**src/rtl/multu_hilo_pkg.sv**
```systemverilog
//------------------------------------------------------------------------------
// multu_hilo_pkg : shared FSM encoding, default width and MIPS funct codes
// Revision 1.0 - initial release
//------------------------------------------------------------------------------
`default_nettype none

package multu_hilo_pkg;

    localparam int unsigned c_default_width = 32;

    // funct field values of the instructions that drive this unit
    localparam logic [5:0] c_funct_multu = 6'd25;
    localparam logic [5:0] c_funct_mfhi  = 6'd16;
    localparam logic [5:0] c_funct_mflo  = 6'd18;

    typedef enum logic [1:0] {
        ST_IDLE = 2'd0,
        ST_MUL  = 2'd1,
        ST_DONE = 2'd2
    } state_e;

endpackage : multu_hilo_pkg

`default_nettype wire

```
**src/rtl/multu_hilo.sv**
```systemverilog
//------------------------------------------------------------------------------
// multu_hilo : fixed-latency shift-add unsigned multiplier with HI/LO registers
// Revision 1.0 - initial release
//------------------------------------------------------------------------------
`default_nettype none

module multu_hilo
    import multu_hilo_pkg::*;
#(
    parameter int unsigned WIDTH = c_default_width,
    parameter int unsigned ITER  = WIDTH
) (
    input  logic             clk,
    input  logic             rst,
    input  logic             start,
    input  logic [WIDTH-1:0] op_a,
    input  logic [WIDTH-1:0] op_b,
    input  logic             rd_req,
    output logic             busy,
    output logic             stall,
    output logic             done,
    output logic [WIDTH-1:0] hi,
    output logic [WIDTH-1:0] lo
);

    localparam int unsigned c_pw    = 2 * WIDTH;
    localparam int unsigned c_cnt_w = $clog2(ITER + 1);

    state_e               state_q, state_d;
    logic [c_pw-1:0]      mcand_q, mcand_d;
    logic [c_pw-1:0]      acc_q,   acc_d;
    logic [WIDTH-1:0]     mplr_q,  mplr_d;
    logic [WIDTH-1:0]     hi_q,    hi_d;
    logic [WIDTH-1:0]     lo_q,    lo_d;
    logic [c_cnt_w-1:0]   cnt_q,   cnt_d;
    logic                 done_q,  done_d;

    logic                 w_last;
    logic [c_pw-1:0]      w_sum;

    assign w_last = (cnt_q == c_cnt_w'(ITER - 1));
    // carry out of the product-width add is dropped: an unsigned product always fits
    assign w_sum  = acc_q + (mplr_q[0] ? mcand_q : '0);

    always_ff @(posedge clk) begin
        if (rst) begin
            state_q <= ST_IDLE;
        end else begin
            state_q <= state_d;
        end
    end

    always_comb begin
        state_d = state_q;
        unique case (state_q)
            ST_IDLE: if (start)  state_d = ST_MUL;
            ST_MUL:  if (w_last) state_d = ST_DONE;
            ST_DONE:             state_d = ST_IDLE;
            default:             state_d = ST_IDLE;
        endcase
    end

    always_comb begin
        busy  = (state_q != ST_IDLE);
        stall = rd_req && busy;
        done  = done_q;
        hi    = hi_q;
        lo    = lo_q;
    end

    always_comb begin
        mcand_d = mcand_q;
        acc_d   = acc_q;
        mplr_d  = mplr_q;
        cnt_d   = cnt_q;
        hi_d    = hi_q;
        lo_d    = lo_q;
        done_d  = 1'b0;
        unique case (state_q)
            ST_IDLE: begin
                if (start) begin
                    mcand_d = {{WIDTH{1'b0}}, op_a};
                    mplr_d  = op_b;
                    acc_d   = '0;
                    cnt_d   = '0;
                end
            end
            ST_MUL: begin
                acc_d   = w_sum;
                mcand_d = mcand_q << 1;
                mplr_d  = mplr_q >> 1;
                cnt_d   = cnt_q + c_cnt_w'(1);
                // HI/LO only change once the whole product is ready
                if (w_last) begin
                    {hi_d, lo_d} = w_sum;
                    done_d       = 1'b1;
                end
            end
            default: ;
        endcase
    end

    always_ff @(posedge clk) begin
        if (rst) begin
            mcand_q <= '0;
            acc_q   <= '0;
            mplr_q  <= '0;
            cnt_q   <= '0;
            hi_q    <= '0;
            lo_q    <= '0;
            done_q  <= 1'b0;
        end else begin
            mcand_q <= mcand_d;
            acc_q   <= acc_d;
            mplr_q  <= mplr_d;
            cnt_q   <= cnt_d;
            hi_q    <= hi_d;
            lo_q    <= lo_d;
            done_q  <= done_d;
        end
    end

endmodule : multu_hilo

`default_nettype wire

```
**config.mk**
```make
export PLATFORM = sky130hd
export DESIGN_NAME = multu_hilo
export DESIGN_NICKNAME = d
export VERILOG_FILES = /design/src/rtl/multu_hilo_pkg.sv /design/src/rtl/multu_hilo.sv
export SDC_FILE = /design/constraint.sdc
export NUM_CORES = 1
export LEC_CHECK = 0
export BUFFER_PORTS_ARGS = -buffer_cell sky130_fd_sc_hd__clkbuf_2
export CORE_ASPECT_RATIO = 1.2
export CORE_MARGIN = 3
export CORE_UTILIZATION = 47
export DETAILED_ROUTE_END_ITERATION = 6
export MAX_ROUTING_LAYER = met4
export PLACE_DENSITY = 0.72
export SLEW_MARGIN = 20
export SYNTH_ARGS = -nofsm -noshare
export SYNTH_HDL_FRONTEND = slang
export SYNTH_SLANG_ARGS = --single-unit
```
**constraint.sdc**
```tcl
create_clock -name clk -period 4.83 [get_ports clk]
set_input_delay 0.483 -clock clk [delete_from_list [all_inputs] [get_ports clk]]
set_output_delay 0.483 -clock clk [all_outputs]
set_load 0.01 [all_outputs]
```
==> results of run 1 <==
## Yosys cell counts (7+ instances only)
library cell  number  area share [%]
a21o_1            42             2.4
a21oi_1          186             7.1
a22o_1            28             1.9
a22oi_1           64             3.7
a31oi_1            8            0.38
and2_1            67             3.2
buf_1             15            0.43
clkbuf_1          94             2.7
clkbuf_8           8            0.84
dfxtp_1          233              36
ha_1              64             6.1
inv_1             17            0.49
nand2_1          172             4.9
nand2b_1           9            0.43
nand3_1           11            0.42
nand4_1           24             1.1
nor2_1           302             8.7
nor2b_1           72             3.4
nor3_1            74             2.8
nor3b_1            7            0.40
o21ai_0           35             1.3
o21ai_1           10            0.38
o21bai_1          13            0.75
xnor2_1           40             2.7
xor2_1            21             1.4
## per-stage QoR
| step | total power [mW] | area [µm²] | hold WS, ns | std cells |
|---|---|---|---|---|
| finish | 4.47 | 14600 | 0.310 | 2111 |
| global route | 4.63 | 14600 | 0.327 | 2111 |
| CTS | 4.51 | 14600 | 0.292 | 2111 |
| detailed placement | 2.44 | 13700 | 0.447 | 2067 |
| global placement | 2.43 | 13700 | 0.439 | 2067 |
| floorplan | 2.33 | 13100 | 0.430 | 1706 |
## area by class of cell
cell class	count	share of cell area, %
Tap cell	340	2.91
Inverter	17	0.437
Sequential cell	233	32.0
Clock buffer	32	4.74
Timing Repair Buffer	147	5.30
Clock inverter	12	1.36
Multi-Input combinational cell	1330	53.3
## cells by family (layout without fill, tap and decap cells)
| family | count (synthesis) | count (layout) | synth area share, % |
|---|---|---|---|
| flops | 233 | 233 | 35.7 |
| xor+xnor | 61 | 61 | 4.09 |
| compound gates | 446 | 446 | 22.3 |
| buf+inv | 143 | 208 | 4.98 |
| fa+ha+maj | 65 | 65 | 6.28 |
| simple gates | 758 | 758 | 26.7 |
## metal layers
metal  vias up  GRT usage [%]  routed length, µm
met3        42           2.39               1690
li1       5994              -                  -
met2       287           38.1              16400
met5         -              -                  0
met1      5615           29.3              15000
met4         0           5.40                724
## flip-flops by register name (all words and copies together) (netlist names)
name / cells
hi: 32
mcand_q: 64
done: 1
state_q: 2
mplr_q: 32
lo: 32
acc_q: 64
cnt_q: 6
## tightest hold or removal path: cells and delay by family
kind	cells	cell delay, ns
buffers and inverters	1	0.13
AO/OA/AOI/OAI	1	0.10
AND/OR/NAND/NOR	1	0.08
## where the power goes
group          switching [mW]  internal [mW]
sequential             0.0386           1.98
clock                   0.797           1.28
combinational           0.242          0.139
## worst paths after layout
| kind | endpoint | slack, ns | cells after the start |
|---|---|---|---|
| hold / removal | mplr_q[31]$_SDFFE_PP0P_ | 0.31 | 3 |
| setup / recovery | hi[31]$_SDFFE_PP0P_ | 0.88 | 14 |
| setup reg to reg | hi[31]$_SDFFE_PP0P_ | 0.88 | 14 |
| hold reg to reg | hi[9]$_SDFFE_PP0P_ | 0.45 | 2 |
## cells in the final DEF (no fill, tap or decap), types with 4 or more instances in the layout
| cell | instances |
|---|---|
| and2_1 | 67 |
| a31oi_1 | 8 |
| nor3_1 | 74 |
| nand2_1 | 171 |
| o21ai_0 | 35 |
| a22o_1 | 28 |
| a21oi_2 | 4 |
| dfxtp_1 | 231 |
| nand3_1 | 11 |
| o211ai_1 | 5 |
| bufinv_16 | 5 |
| xnor2_1 | 40 |
| clkbuf_2 | 133 |
| buf_4 | 13 |
| nor2b_1 | 71 |
| nor3b_1 | 7 |
| a21oi_1 | 186 |
| a211o_1 | 5 |
| nand2b_1 | 9 |
| a21o_1 | 42 |
| o21bai_1 | 13 |
| inv_1 | 17 |
| clkbuf_8 | 4 |
| nor2_1 | 300 |
| nand4_1 | 24 |
| xor2_1 | 21 |
| clkbuf_16 | 25 |
| o21ai_1 | 10 |
| a22oi_1 | 64 |
| ha_1 | 64 |
==> metrics.txt, run 1 <==
status=complete, no violations; Syn Nets=1839; Seq/Total Area, Yosys=35.7%; TritonCTS clock tree=built; Clock Tree Root=clkbuf_16; DR WL/cell=approximately 16 µm; Final Util=approximately 54%; reg-to-reg critical path startpoint=mplr_q[0]$_SDFFE_PP0P_; MaxCap Viol Count=0; synthesized area=between 0.01 and 0.015 mm²; clk_lat worst skew=roughly 0.53 ns; CP top delay family=compound AO/OA/AOI/OAI gates; crit path cell chain=buf_4 > and2_1 > ha_1 > a21oi_1 > o21ai_1 > a41o_1 > a21oi_1 > a2bb2oi_1 > a211o_1 > a211oi_2 > a31oi_1 > o21ai_1 > xnor2_1 > a211oi_2; Worst-path clk slew=0.07 ns; Synth Flop Type=dfxtp_1; vias per cell=5.66; Async SR Flop Fraction=0%; final setup fails=0; largest net degree at the start of global routing=126; ratio of cells with drive above 1 in the final layout=12.5%; critical path arrival=4.32 ns; Worst-Margin Slew=~1 ns; final setup margin=approximately 0.9 ns; grt ovf=0; Slowest-stage cell, CP=dfxtp_1; RSZ-0062 raised after global routing=false; syn_area_per_cell=~7.7 µm²; IO Count=between 100 and 150; synth-to-layout area growth=11.7%; CP bufs+invs=1; Post-synth EDFFs=0; clock buffer count from CTS=25; Period minus WS final=3.95 ns; Synth Instances=~1700; Synth Register Bits=233; Worst slew margin=between 30% and 40%; hold buffer count at cts=0; number of nets in the layout=1887; Worst Setup Path Type=reg2reg; H-tree depth=1; Die Area=~0.030 mm²; Rows=66; Crit Path Max Fanout=between 50 and 60; min-delay src=op_b[31]; first-pass GRT wire length=55.5 mm; post-CTS resize count=0; area of the multi-input gates=~0.0078 mm²; postcts setup bufs=0; Fin Clk Skew=between 0.01 and 0.015 ns; dpl hpwl=23.6 mm; post-synth cell types=between 70 and 80; Tcrit/Tclk final=81.8%; initial core utilization=a little under half; HP Class=in2reg; Die Ht=189 µm; DR iter-0 viols=606; first drt pass iteration count=5; FF/Latch Area=around 0.0047 mm²; Place WS=~0.9 ns; Routability Congestion=0.946; Inserted Diodes=0; CP max stage delay=0.47 ns; Core Area=0.0273 mm²; fillers=between 2000 and 3000; CTS max path bufs=3; PD cells=between 300 and 400 mW/mm²; CP Launch Point=mplr_q[0]$_SDFFE_PP0P_; PortBufs=134; critical path capture point type=flip-flop; total clock sinks=233; initial antenna violation count=0; DRT antenna net count=0; Final TNS setup=0 ns; DR vias=roughly 12000; Worst setup SP type=flip-flop; All-Layer GR Usage=22.6%; wirelength, routed=33.8 mm; Die X=roughly 160 µm; final hold vios=0; maximum vdd ir drop=around 210 µV; # DRC=0; Max Slew Vio Count=0; Ys Warns=0; vias in the first global route=between 10000 and 15000; FMAX=around 0.25 GHz; leakage power figure=6.46 nW; critical path required time=about 5.2 ns
No activity file was read; power rests on OpenSTA's default activity.
==> run 2, diff against run 1 <==
- ABC_AREA: unset -> 1
- PLACE_DENSITY: 0.72 -> 0.71
- clock period: 4.83 -> 3.8 ns (I/O delays scaled with it)
==> metrics.txt, run 2 <==
clock buffer count from CTS=26; All-Layer GR Usage=a little under a third; first-pass GRT wire length=80.1 mm; wirelength, routed=50.7 mm; Synth Register Bits=about 230; Clock Tree Root=clkbuf_16; Synth Instances=~2600; critical path arrival=3.57 ns; final hold slack=between 0.06 and 0.07 ns; synthesized area=~0.015 mm²; DR vias=roughly 15000; DRT antenna net count=0; initial antenna violation count=0; Ys Warns=0; status=finished, violations left; Seq/Total Area, Yosys=between 30% and 40%; routed length on met2=25.5 mm; largest area contributor in the synthesized netlist=dfxtp_1; PortBufs=134; most common cell after layout, fill and taps aside=nand2_1; IO Count=between 100 and 150; Period minus WS final=about 3.1 ns; multiplexer share of the synthesized area=0%; Die Area=0.0344 mm²; Post-Synth XOR/XNOR Area=1.84%; critical path capture point type=flip-flop; Core Area=around 0.032 mm²; Inserted Diodes=0; FMAX=between 0.3 and 0.4 GHz; Routability Congestion=about 1; Worst slew margin=38.2%; number of nets in the layout=2780; DR WL/cell=around 17 µm; syn_area_per_cell=5.92 µm²; largest family of logic cells by synthesized area=simple AND/OR/NAND/NOR gates; post-synthesis adder-cell area fraction=roughly 5.4%; crit path cell chain=buf_12 > nand2_1 > inv_1 > ha_1 > buf_4 > nand2_1 > o21ai_0 > a21oi_1 > nand2_1 > a21oi_1 > nand3_1 > nand2_1 > nand2_1 > nand2_1 > inv_1; failing checks=design-rule violations; PD cells=323 mW/mm²; Async SR Flop Fraction=0%; largest net degree at the start of global routing=93; Tcrit/Tclk final=a little over 80%; top sig layer=met4; TritonCTS clock tree=built; vias in the first global route=between 15000 and 20000; fin area=0.0170 mm²; first drt pass iteration count=7; CTS max path bufs=3; synth-to-layout area growth=12.1%; Synth Area in Simple Gates=a little over a third; maximum vdd ir drop=approximately 370 µV; top cells by area, synth=dfxtp_1 (31%), nand2_1 (28%), inv_1 (12%); most common cell in the netlist=nand2_1; Die Ht=slightly above 200 µm; Crit Path Max Fanout=28; MaxCap Viol Count=0; overall power=5.48 mW; hold-critical path depth=3; critical path required time=4.25 ns; RSZ-0062 raised after global routing=false; Die X=about 170 µm; commonest cells after routing, fill and taps aside=nand2_1 (1120), inv_1 (469), dfxtp_1 (232), a21oi_1 (165), clkbuf_2 (133); ratio of cells with drive above 1 in the final layout=about 8.9%; Metal-1 WL=20.3 mm; Worst-path clk slew=0.06 ns; WL met3=1.81 mm; postcts setup bufs=0; Slowest-stage cell, CP=dfxtp_2; vias per cell=between 5 and 6; Worst setup SP type=flip-flop; Worst Setup Path Type=reg2reg; Final Util=between 50 and 60%; Worst-Margin Slew=0.927 ns; leakage power figure=9.49 nW; Final TNS setup=0 ns; Rows=71; initial core utilization=about half; final setup fails=0; largest registers=acc_q x64, mcand_q x64; H-tree depth=1; CP max stage delay=0.57 ns; HP Class=in2reg; total clock sinks=approximately 230; Synth Area in Compound Gates=roughly an eighth; Fin Clk Skew=roughly 0.012 ns; worst reg2reg path depth=15; final hold vios=0; clk_lat worst skew=0.55 ns; Syn Nets=about 2700; DR iter-0 viols=between 800 and 900; Post-synth EDFFs=0; commonest cells in the netlist=nand2_1 (1120), inv_1 (471), dfxtp_1 (233), a21oi_1 (165), nor2_1 (97); Synth Flop Type=dfxtp_1; # DRC=2; dpl cell area=around 0.016 mm²; Synth top area share=around 31%; post-CTS resize count=0; dpl hpwl=39.2 mm; post-synth cell types=38; crit-path most repeated cell=nand2_1; hold buffer count at cts=0; Max Slew Vio Count=0; fillers=3350; grt ovf=0
run 2: changes by cell type after synthesis, sizes merged, moves of 56 or more:
cell,change
inv,+457
nor2,-194
nor2b,-72
nand3,+69
clkbuf,-56
nor3,-56
and2,-65
nand2,+956
run 2: cell families after synthesis:
family,Yosys count
AND/OR/NAND/NOR,1357
buffers and inverters,561
AO/OA/AOI/OAI,311
flip-flops,233
adder cells (fa/ha/maj),65
XOR/XNOR,31
run 2: layout make-up:
cell class / count / area [µm²] / share of cell area (%)
Clock buffer: 38 / 786 / 4.63
Tap cell: 401 / 502 / 2.95
Sequential cell: 233 / 4670 / 27.5
Inverter: 474 / 1780 / 10.5
Multi-Input combinational cell: 1764 / 8330 / 49.0
Clock inverter: 8 / 92.6 / 0.545
Timing Repair Buffer: 148 / 828 / 4.88
run 2: critical path: cells and delay by family, from the launching register on:
family                     cells  cell delay (ns)
adders and majority gates      1             0.23
and+or+nand+nor                7             0.71
DFF                            1             0.57
AOI/OAI and AO/OA              3             0.99
buffers and inverters          4             0.50
run 2: worst paths after layout:
kind	from	end	slack (ns)
worst max-delay path	mplr_q[0]$_SDFFE_PP0P_	hi[29]$_SDFFE_PP0P_	0.68
worst min-delay path	op_a[0]	mcand_q[0]$_SDFFE_PP0P_	0.07
worst max register to register	mplr_q[0]$_SDFFE_PP0P_	hi[29]$_SDFFE_PP0P_	0.68
worst min register to register	lo[11]$_SDFFE_PP0P_	lo[11]$_SDFFE_PP0P_	0.46
run 2: report_power, final:
group	internal, mW	switching (mW)	leakage [nW]	total [mW]
clock network	1.50	1.06	0.426	2.57
registers	2.50	0.0427	1.89	2.54
logic	0.110	0.265	7.17	0.375
run 2: stage by stage:
| stage | setup WS, ns | cells |
|---|---|---|
| 2_1_floorplan | 1.36 | 2558 |
| 5_1_grt | 0.500 | 3066 |
| 3_3_place_gp | 0.654 | 3020 |
| 6_report | 0.682 | 3066 |
| 3_5_place_dp | 0.722 | 3020 |
| 4_1_cts | 0.712 | 3066 |
run 2: routing by layer:
| layer | vias up | global-route usage [%] |
|---|---|---|
| met5 | - | - |
| met1 | 6919 | 33.7 |
| met2 | 344 | 53.4 |
| met3 | 124 | 3.15 |
| met4 | 0 | 15.0 |
| li1 | 7955 | - |
